File: src/rtl/fetch_pkg.sv
// Shared definitions for the instruction-fetch controller.
//   fetch_state_t : fetch FSM states (BOOT, FETCH, REDIRECT)
//   PC_STEP       : byte distance between sequential instructions
//   BRCNT_WIDTH   : width of the optional taken-branch counter
package fetch_pkg;

  typedef enum logic [1:0] {
    BOOT     = 2'd0,
    FETCH    = 2'd1,
    REDIRECT = 2'd2
  } fetch_state_t;

  localparam int unsigned PC_STEP     = 4;
  localparam int unsigned BRCNT_WIDTH = 16;

endpackage

File: src/rtl/fetch_ctrl_if.sv
// Instruction-memory request/response bus between fetch and imem.
//   imem_req   : fetch request (master -> slave)
//   imem_addr  : fetch address (master -> slave)
//   imem_ready : rdata valid this cycle (slave -> master)
//   imem_rdata : fetched instruction word (slave -> master)
interface fetch_ctrl_if #(
  parameter int unsigned ADDRESS_WIDTH = 8,
  parameter int unsigned DATA_WIDTH    = 32
) ();

  logic                     imem_req;
  logic [ADDRESS_WIDTH-1:0] imem_addr;
  logic                     imem_ready;
  logic [DATA_WIDTH-1:0]    imem_rdata;

  modport master (
    output imem_req,
    output imem_addr,
    input  imem_ready,
    input  imem_rdata
  );

  modport slave (
    input  imem_req,
    input  imem_addr,
    output imem_ready,
    output imem_rdata
  );

endinterface

File: src/rtl/fetch_ctrl_pc_mux.sv
// Next-PC selector: sequential step or branch target from one base operand.
//   pcsrc   : 1 selects base + immext, 0 selects base + PC_STEP
//   base    : current pc or resolving-branch pc (selected upstream)
//   immext  : sign-extended branch offset
//   next_pc : selected next pc, wrapping modulo 2^ADDRESS_WIDTH
module pc_mux
  import fetch_pkg::*;
#(
  parameter int unsigned ADDRESS_WIDTH = 8,
  parameter int unsigned DATA_WIDTH    = 32
) (
  input  logic                     pcsrc,
  input  logic [ADDRESS_WIDTH-1:0] base,
  input  logic [DATA_WIDTH-1:0]    immext,
  output logic [ADDRESS_WIDTH-1:0] next_pc
);

  // Only the low address bits of the sum survive, so truncating immext first is exact.
  always_comb begin
    next_pc = base + ADDRESS_WIDTH'(PC_STEP);
    if (pcsrc) begin
      next_pc = ADDRESS_WIDTH'(immext) + base;
    end
  end

endmodule

File: src/rtl/fetch_ctrl.sv
// Instruction-fetch controller: sequences pc, issues imem requests, hands
// fetched words to decode and handles branch redirects.
//   clk, rst         : clock, synchronous active-high reset
//   stall            : decode hazard hold, freezes fetch
//   redirect_valid   : taken branch resolved this cycle (highest priority)
//   redirect_base    : pc of the resolving branch
//   immext           : sign-extended branch offset
//   imem             : instruction-memory bus (master side)
//   instr/instr_pc   : instruction word and its pc for decode
//   instr_valid      : instr is valid
//   flush            : kill the younger instruction in decode
//   branch_count     : saturating redirect counter, only with FETCH_CTRL_BRCNT_EN
module fetch_ctrl
  import fetch_pkg::*;
#(
  parameter int unsigned ADDRESS_WIDTH = 8,
  parameter int unsigned DATA_WIDTH    = 32
) (
  input  logic                     clk,
  input  logic                     rst,
  input  logic                     stall,
  input  logic                     redirect_valid,
  input  logic [ADDRESS_WIDTH-1:0] redirect_base,
  input  logic [DATA_WIDTH-1:0]    immext,
  fetch_ctrl_if.master             imem,
  output logic [DATA_WIDTH-1:0]    instr,
  output logic [ADDRESS_WIDTH-1:0] instr_pc,
  output logic                     instr_valid,
  output logic                     flush
`ifdef FETCH_CTRL_BRCNT_EN
  ,
  output logic [BRCNT_WIDTH-1:0]   branch_count
`endif
);

  fetch_state_t             state;
  logic [ADDRESS_WIDTH-1:0] pc;
  logic [ADDRESS_WIDTH-1:0] mux_base;
  logic [ADDRESS_WIDTH-1:0] next_pc;
  logic                     req_c;

  // A redirect computes its target from the branch pc, otherwise we step from pc.
  assign mux_base = redirect_valid ? redirect_base : pc;

  pc_mux #(
    .ADDRESS_WIDTH (ADDRESS_WIDTH),
    .DATA_WIDTH    (DATA_WIDTH)
  ) u_pc_mux (
    .pcsrc   (redirect_valid),
    .base    (mux_base),
    .immext  (immext),
    .next_pc (next_pc)
  );

  // Request is combinational so a same-cycle ready gives one-cycle latency.
  assign req_c          = (state == FETCH) && !rst && !stall && !redirect_valid;
  assign imem.imem_req  = req_c;
  assign imem.imem_addr = pc;

  // Fetch FSM with registered decode-side outputs.
  always_ff @(posedge clk) begin
    if (rst) begin
      state       <= BOOT;
      pc          <= '0;
      instr       <= '0;
      instr_pc    <= '0;
      instr_valid <= 1'b0;
      flush       <= 1'b0;
    end else begin
      flush <= 1'b0;
      if (redirect_valid) begin
        state       <= REDIRECT;
        pc          <= next_pc;
        instr_valid <= 1'b0;
        flush       <= 1'b1;
      end else begin
        case (state)
          BOOT: begin
            state <= FETCH;
          end
          FETCH: begin
            if (req_c && imem.imem_ready) begin
              instr       <= imem.imem_rdata;
              instr_pc    <= pc;
              instr_valid <= 1'b1;
              pc          <= next_pc;
            end else if (!stall) begin
              instr_valid <= 1'b0;
            end
          end
          REDIRECT: begin
            state <= FETCH;
          end
          default: begin
            state <= BOOT;
          end
        endcase
      end
    end
  end

`ifdef FETCH_CTRL_BRCNT_EN
  // Saturating count of cycles with a taken redirect.
  always_ff @(posedge clk) begin
    if (rst) begin
      branch_count <= '0;
    end else if (redirect_valid && (branch_count != '1)) begin
      branch_count <= branch_count + BRCNT_WIDTH'(1);
    end
  end
`endif

endmodule

File: src/flat_wrapper.sv
// flat-port wrapper written by rule: the top's interface ports become plain ports
module fetch_ctrl_flat import fetch_pkg::*;
#(
  parameter int unsigned ADDRESS_WIDTH = 8,
  parameter int unsigned DATA_WIDTH    = 32
)
  (clk, rst, stall, redirect_valid, redirect_base, immext, instr, instr_pc, instr_valid, flush, imem_imem_req, imem_imem_addr, imem_imem_ready, imem_imem_rdata);
  fetch_ctrl_if #(.ADDRESS_WIDTH(ADDRESS_WIDTH), .DATA_WIDTH(DATA_WIDTH)) imem_i ();
  input  logic clk;
  input  logic rst;
  input  logic stall;
  input  logic redirect_valid;
  input  logic [ADDRESS_WIDTH-1:0] redirect_base;
  input  logic [DATA_WIDTH-1:0] immext;
  output logic [DATA_WIDTH-1:0] instr;
  output logic [ADDRESS_WIDTH-1:0] instr_pc;
  output logic instr_valid;
  output logic flush;
  output wire logic [$bits(imem_i.imem_req)-1:0] imem_imem_req;
  output wire logic [$bits(imem_i.imem_addr)-1:0] imem_imem_addr;
  input wire logic [$bits(imem_i.imem_ready)-1:0] imem_imem_ready;
  input wire logic [$bits(imem_i.imem_rdata)-1:0] imem_imem_rdata;
  assign imem_imem_req = imem_i.imem_req;
  assign imem_imem_addr = imem_i.imem_addr;
  assign imem_i.imem_ready = imem_imem_ready;
  assign imem_i.imem_rdata = imem_imem_rdata;
  fetch_ctrl #(.ADDRESS_WIDTH(ADDRESS_WIDTH), .DATA_WIDTH(DATA_WIDTH)) u_core (.clk(clk), .rst(rst), .stall(stall), .redirect_valid(redirect_valid), .redirect_base(redirect_base), .immext(immext), .imem(imem_i), .instr(instr), .instr_pc(instr_pc), .instr_valid(instr_valid), .flush(flush));
endmodule
File: config.mk
export PLATFORM = sky130hd
export DESIGN_NAME = fetch_ctrl_flat
export DESIGN_NICKNAME = d
export VERILOG_FILES = /design/src/rtl/fetch_pkg.sv /design/src/rtl/fetch_ctrl_if.sv /design/src/rtl/fetch_ctrl_pc_mux.sv /design/src/rtl/fetch_ctrl.sv /design/src/flat_wrapper.sv
export SDC_FILE = /design/constraint.sdc
export NUM_CORES = 1
export LEC_CHECK = 0
export BUFFER_PORTS_ARGS = -buffer_cell sky130_fd_sc_hd__clkbuf_2
export CORE_MARGIN = 2
export CORE_UTILIZATION = 47
export CTS_CLUSTER_DIAMETER = 150
export DETAILED_ROUTE_END_ITERATION = 16
export HOLD_SLACK_MARGIN = 0.06
export PLACE_DENSITY = 0.95
export SETUP_SLACK_MARGIN = 0.5
export SLEW_MARGIN = 20
export SYNTH_ARGS = -nofsm -noshare
export SYNTH_HDL_FRONTEND = slang
export SYNTH_SLANG_ARGS = --single-unit
File: constraint.sdc
create_clock -name clk -period 4.1 [get_ports clk]
set_input_delay 0.41 -clock clk [delete_from_list [all_inputs] [get_ports clk]]
set_output_delay 0.41 -clock clk [all_outputs]
set_load 0.05 [all_outputs]
==> impl_summary.md <==
Status
The run finished with clean final reports.

Setup path
The count of buffering cells on the critical path with inverters included is 3. Measured in cells, the most critical reg-to-reg path has a length of 8. The source of the critical timing path is redirect_valid. In this run the worst setup path terminates at u_core.imem.imem_addr[6]. The largest individual stage delay along the critical path comes from the cell sky130_fd_sc_hd__clkbuf_2. The cell type group with the largest total delay on the critical path is compound AO/OA/AOI/OAI gates. The data arrival time of the critical path is 2820 ps. The instance count on the critical path is 12. The critical path data required time is 4310 ps. The largest single stage delay on the critical path is 360 ps. The critical path goes through clkbuf_2, inv_1, nand2_1, nand2_1, ha_1, inv_1, fa_1, nor2b_4, o31a_1, o21a_1, or3_1, a32o_1.

The endpoint identified for the worst register-to-register timing path is u_core.imem.imem_addr[7]. The worst setup path is captured at a register. The highest fanout seen on the critical path is 21. The startpoint identified for the worst register-to-register timing path is u_core.imem.imem_addr[1]. The worst setup path is launched from an input port.

By startpoint and endpoint, the worst setup path is classified as input port to register. The reg-to-reg setup timing slack is 1820 ps.

Synth
For this run, the register share of the synthesized area comes to 0.463. Yosys mapped the design onto 32 distinct sky130hd cell types. When the netlist entered floorplanning its net count stood at 363.

The post-synthesis register bit count is 52. The number of instances in the synthesized netlist is 277. The cell area after technology mapping is 2250 um^2.

The mean instance size in the synthesized netlist is 8.11 um^2. The number of warnings printed during yosys synthesis is 0.

Die
Measured along the y axis, the die boundary spans 73.1 um. The die is 73.1 um wide. For this configuration, the core starts out at a cell density of 0.482. The count of boundary I/O pins is 128. The die covers 5350 um^2.

The total area inside the core boundary comes to 4660 um^2. The number of rows created at floorplan is 25.

Clock tree
The clock latency of the later-clocked register in the worst-skew pair is 310 ps. After clock tree synthesis, the clock-pin slew on the worst setup and hold paths is 110 ps. The count of instances resized after the clock tree is built is 0. The number of sinks handled by clock tree synthesis is 52.

The H-tree was split into 2 levels. The clock passes through at most 2 buffers. The CTS tree is yes.

Counting the buffers created by CTS gives 5. The count of hold buffers inserted by post-cts repair is 0. The clock tree root buffer cell is sky130_fd_sc_hd__clkbuf_8. Buffers added to address setup during post-CTS repair amount to 0.

Cells and area
The filler cells instantiated in the layout total 416. At the end of the flow, the number of nets in the layout was 458. The fraction of final layout cells sized beyond drive strength 1 is 0.322. The number of antenna diodes is 0. The top cell types in the final layout, fill and taps aside, are 103 x sky130_fd_sc_hd__clkbuf_2, 89 x sky130_fd_sc_hd__nand2_1, 52 x sky130_fd_sc_hd__dfxtp_1. Once layout is complete, the cells apart from fillers number 427. The library cell used most frequently in the layout, excluding fill and tap cells, is sky130_fd_sc_hd__clkbuf_2. The growth of design area from synthesis to finish is 27.5%.

Power and ir drop
Summed over all cells, the static leakage comes to 1.30 nW. The power per cell area is 357 nW/um^2. The worst ir drop on vdd is 0.192 mV.

Drt
The sum of routed wire length over all layers is 5.50 mm. The detail route stage leaves a number of antenna-violating nets equal to 0. The length of the first detailed-routing pass in iterations is 4. The detailed router's first-iteration violation count is 51.

After detailed routing, the number of vias per cell comes to 5.16. The residual DRC count is 0. The detailed-route via count is 2,203. The wire length per cell is 12.9 um.

GRT
In the global route stage, overall resource usage came out at 0.208. The initial antenna violation count was 0. After global routing the overflow that remains totals 0. Entering global routing, the biggest net connects 51 pins. The wire length of the first global-routing pass is 8.85 mm. The number of global-route vias before repair is 2,091.

STA
The final hold violation count is 0. The routed design could run at a clock period as short as 2600 ps. The final max-slew violation count came to 0. The setup-violating endpoint count in the final report is 0. Setup repair after global routing left no endpoint under its margin. Based on the critical path, the design can be clocked at up to 384 MHz.

The portion of the clock cycle consumed by the worst path in the final layout is 0.635. The total negative slack for setup checks is 0 ps. The worst pin sits at a relative slew slack of 0.341.

Clock skew on the completed layout was measured at 15.8 ps. For the pin with the worst max-slew slack, the measured transition is 989 ps. After layout, the worst setup slack is 1500 ps.

Run
Across the run, the number of max-cap violations was 0.

Place
The count of input and output buffers is 103. The number of cells in the design after placement is 419. The congestion estimate from routability-driven global placement came to 0.806. Timing analysis after detailed placement gives a worst setup slack of 1200 ps. The HPWL after detailed placement is 4.05 mm.

Min path
The class of the tightest hold or removal check is input port to register.
[metrics by stage]
| stage | utilization | total power, mW | hold WS (ps) | area [um^2] |
|---|---|---|---|---|
| after floorplan | - | 0.675 | 418 | 2250 |
| after global placement | 0.595 | 0.726 | 437 | 2770 |
| after detailed placement | 0.595 | 0.733 | 446 | 2770 |
| after CTS | 0.615 | 1.03 | 308 | 2870 |
| after global routing | 0.615 | 1.07 | 315 | 2870 |
| final | 0.615 | 1.02 | 315 | 2870 |
[worst min-delay path by stage]
| stage | to | cells after the start | slack [ps] | from |
|---|---|---|---|---|
| 4_1_cts | u_core.instr[10] | 3 | 310 | imem_imem_rdata[10] |
| 3_5_place_dp | u_core.instr[3] | 2 | 450 | u_core.instr[3] |
| 6_report | u_core.instr[11] | 3 | 320 | imem_imem_rdata[11] |
| 2_1_floorplan | u_core.state[0] | 1 | 420 | u_core.state[0] |
| 3_3_place_gp | u_core.state[0] | 1 | 440 | u_core.state[0] |
| 5_1_grt | u_core.instr[20] | 3 | 310 | imem_imem_rdata[20] |
[cell usage after synthesis]
cell | n | area (um^2)
sky130_fd_sc_hd__nand2_1 | 89 | 334
sky130_fd_sc_hd__nand3_1 | 2 | 10.0
sky130_fd_sc_hd__clkbuf_1 | 11 | 41.3
sky130_fd_sc_hd__a211oi_1 | 4 | 30.0
sky130_fd_sc_hd__and4bb_1 | 1 | 12.5
sky130_fd_sc_hd__o31a_1 | 1 | 8.76
sky130_fd_sc_hd__ha_1 | 8 | 100
sky130_fd_sc_hd__nor2_1 | 13 | 48.8
sky130_fd_sc_hd__mux2i_1 | 3 | 30.0
sky130_fd_sc_hd__inv_1 | 4 | 15.0
sky130_fd_sc_hd__o21a_1 | 2 | 15.0
sky130_fd_sc_hd__buf_2 | 6 | 30.0
sky130_fd_sc_hd__or3_1 | 1 | 6.26
sky130_fd_sc_hd__and2_1 | 1 | 6.26
sky130_fd_sc_hd__mux2_2 | 5 | 56.3
sky130_fd_sc_hd__a41o_1 | 1 | 10.0
sky130_fd_sc_hd__a22o_1 | 1 | 8.76
sky130_fd_sc_hd__xnor2_1 | 5 | 43.8
sky130_fd_sc_hd__o31ai_1 | 1 | 7.51
sky130_fd_sc_hd__and4b_1 | 1 | 10.0
sky130_fd_sc_hd__or2_2 | 1 | 6.26
sky130_fd_sc_hd__nand4_1 | 1 | 6.26
sky130_fd_sc_hd__o211ai_1 | 1 | 7.51
sky130_fd_sc_hd__nand2b_1 | 1 | 6.26
sky130_fd_sc_hd__nor2b_4 | 1 | 13.8
sky130_fd_sc_hd__o21ai_0 | 5 | 25.0
sky130_fd_sc_hd__a32o_1 | 1 | 10.0
sky130_fd_sc_hd__xor2_1 | 5 | 43.8
sky130_fd_sc_hd__a21oi_1 | 47 | 235
sky130_fd_sc_hd__fa_1 | 1 | 20.0
sky130_fd_sc_hd__dfxtp_1 | 52 | 1040
sky130_fd_sc_hd__a21o_1 | 1 | 7.51
[power breakdown]
group | total (mW) | switching, mW | internal (mW)
combinational | 0.189 | 0.114 | 0.0742
sequential | 0.534 | 0.0162 | 0.518
clock | 0.299 | 0.176 | 0.123
total | 1.02 | 0.306 | 0.715
[registers in the layout, indices dropped and copies added (netlist names)]
signal	count
u_core.state	2
u_core.instr_pc	8
u_core.instr	32
u_core.instr_valid	1
u_core.imem.imem_addr	8
u_core.flush	1
[worst register-to-register path, delay by kind of cell (launching register included)]
kind,cells,cell delay [ps]
muxes,1,250
DFF,1,370
xor gates and xnor gates,1,120
adders and majority gates,1,290
AOI/OAI and AO/OA,4,1080
buffers and inverters,1,80
[cell type report]
type | instances | area [um^2] | share of cell area
inverters | 4 | 15.0 | 0.00524
clock inverters | 3 | 22.5 | 0.00786
flip-flops and latches | 52 | 1040 | 0.363
well taps | 54 | 67.6 | 0.0236
repair buffers | 105 | 531 | 0.185
clock buffers | 5 | 68.8 | 0.0240
multi-input cells | 204 | 1120 | 0.391
[per-layer routing]
metal,vias up,GRT usage,part of all wire
met5,-,0,0
met4,0,0.0802,0.012
met3,8,0.0511,0.065
met2,77,0.393,0.51
met1,1005,0.219,0.41
li1,1113,-,-
[logic make-up (layout without fill, tap and decap cells)]
family                     Yosys count  count (layout)  synth area share
AOI/OAI and AO/OA                   65              65             0.163
xor gates and xnor gates            10              10            0.0390
adders and majority gates            9               9            0.0535
buffers and inverters               21             117            0.0384
DFF                                 52              52             0.463
muxes                                8               8            0.0384
and+or+nand+nor                    112             112             0.205
Power figures use the tool's default switching activity.
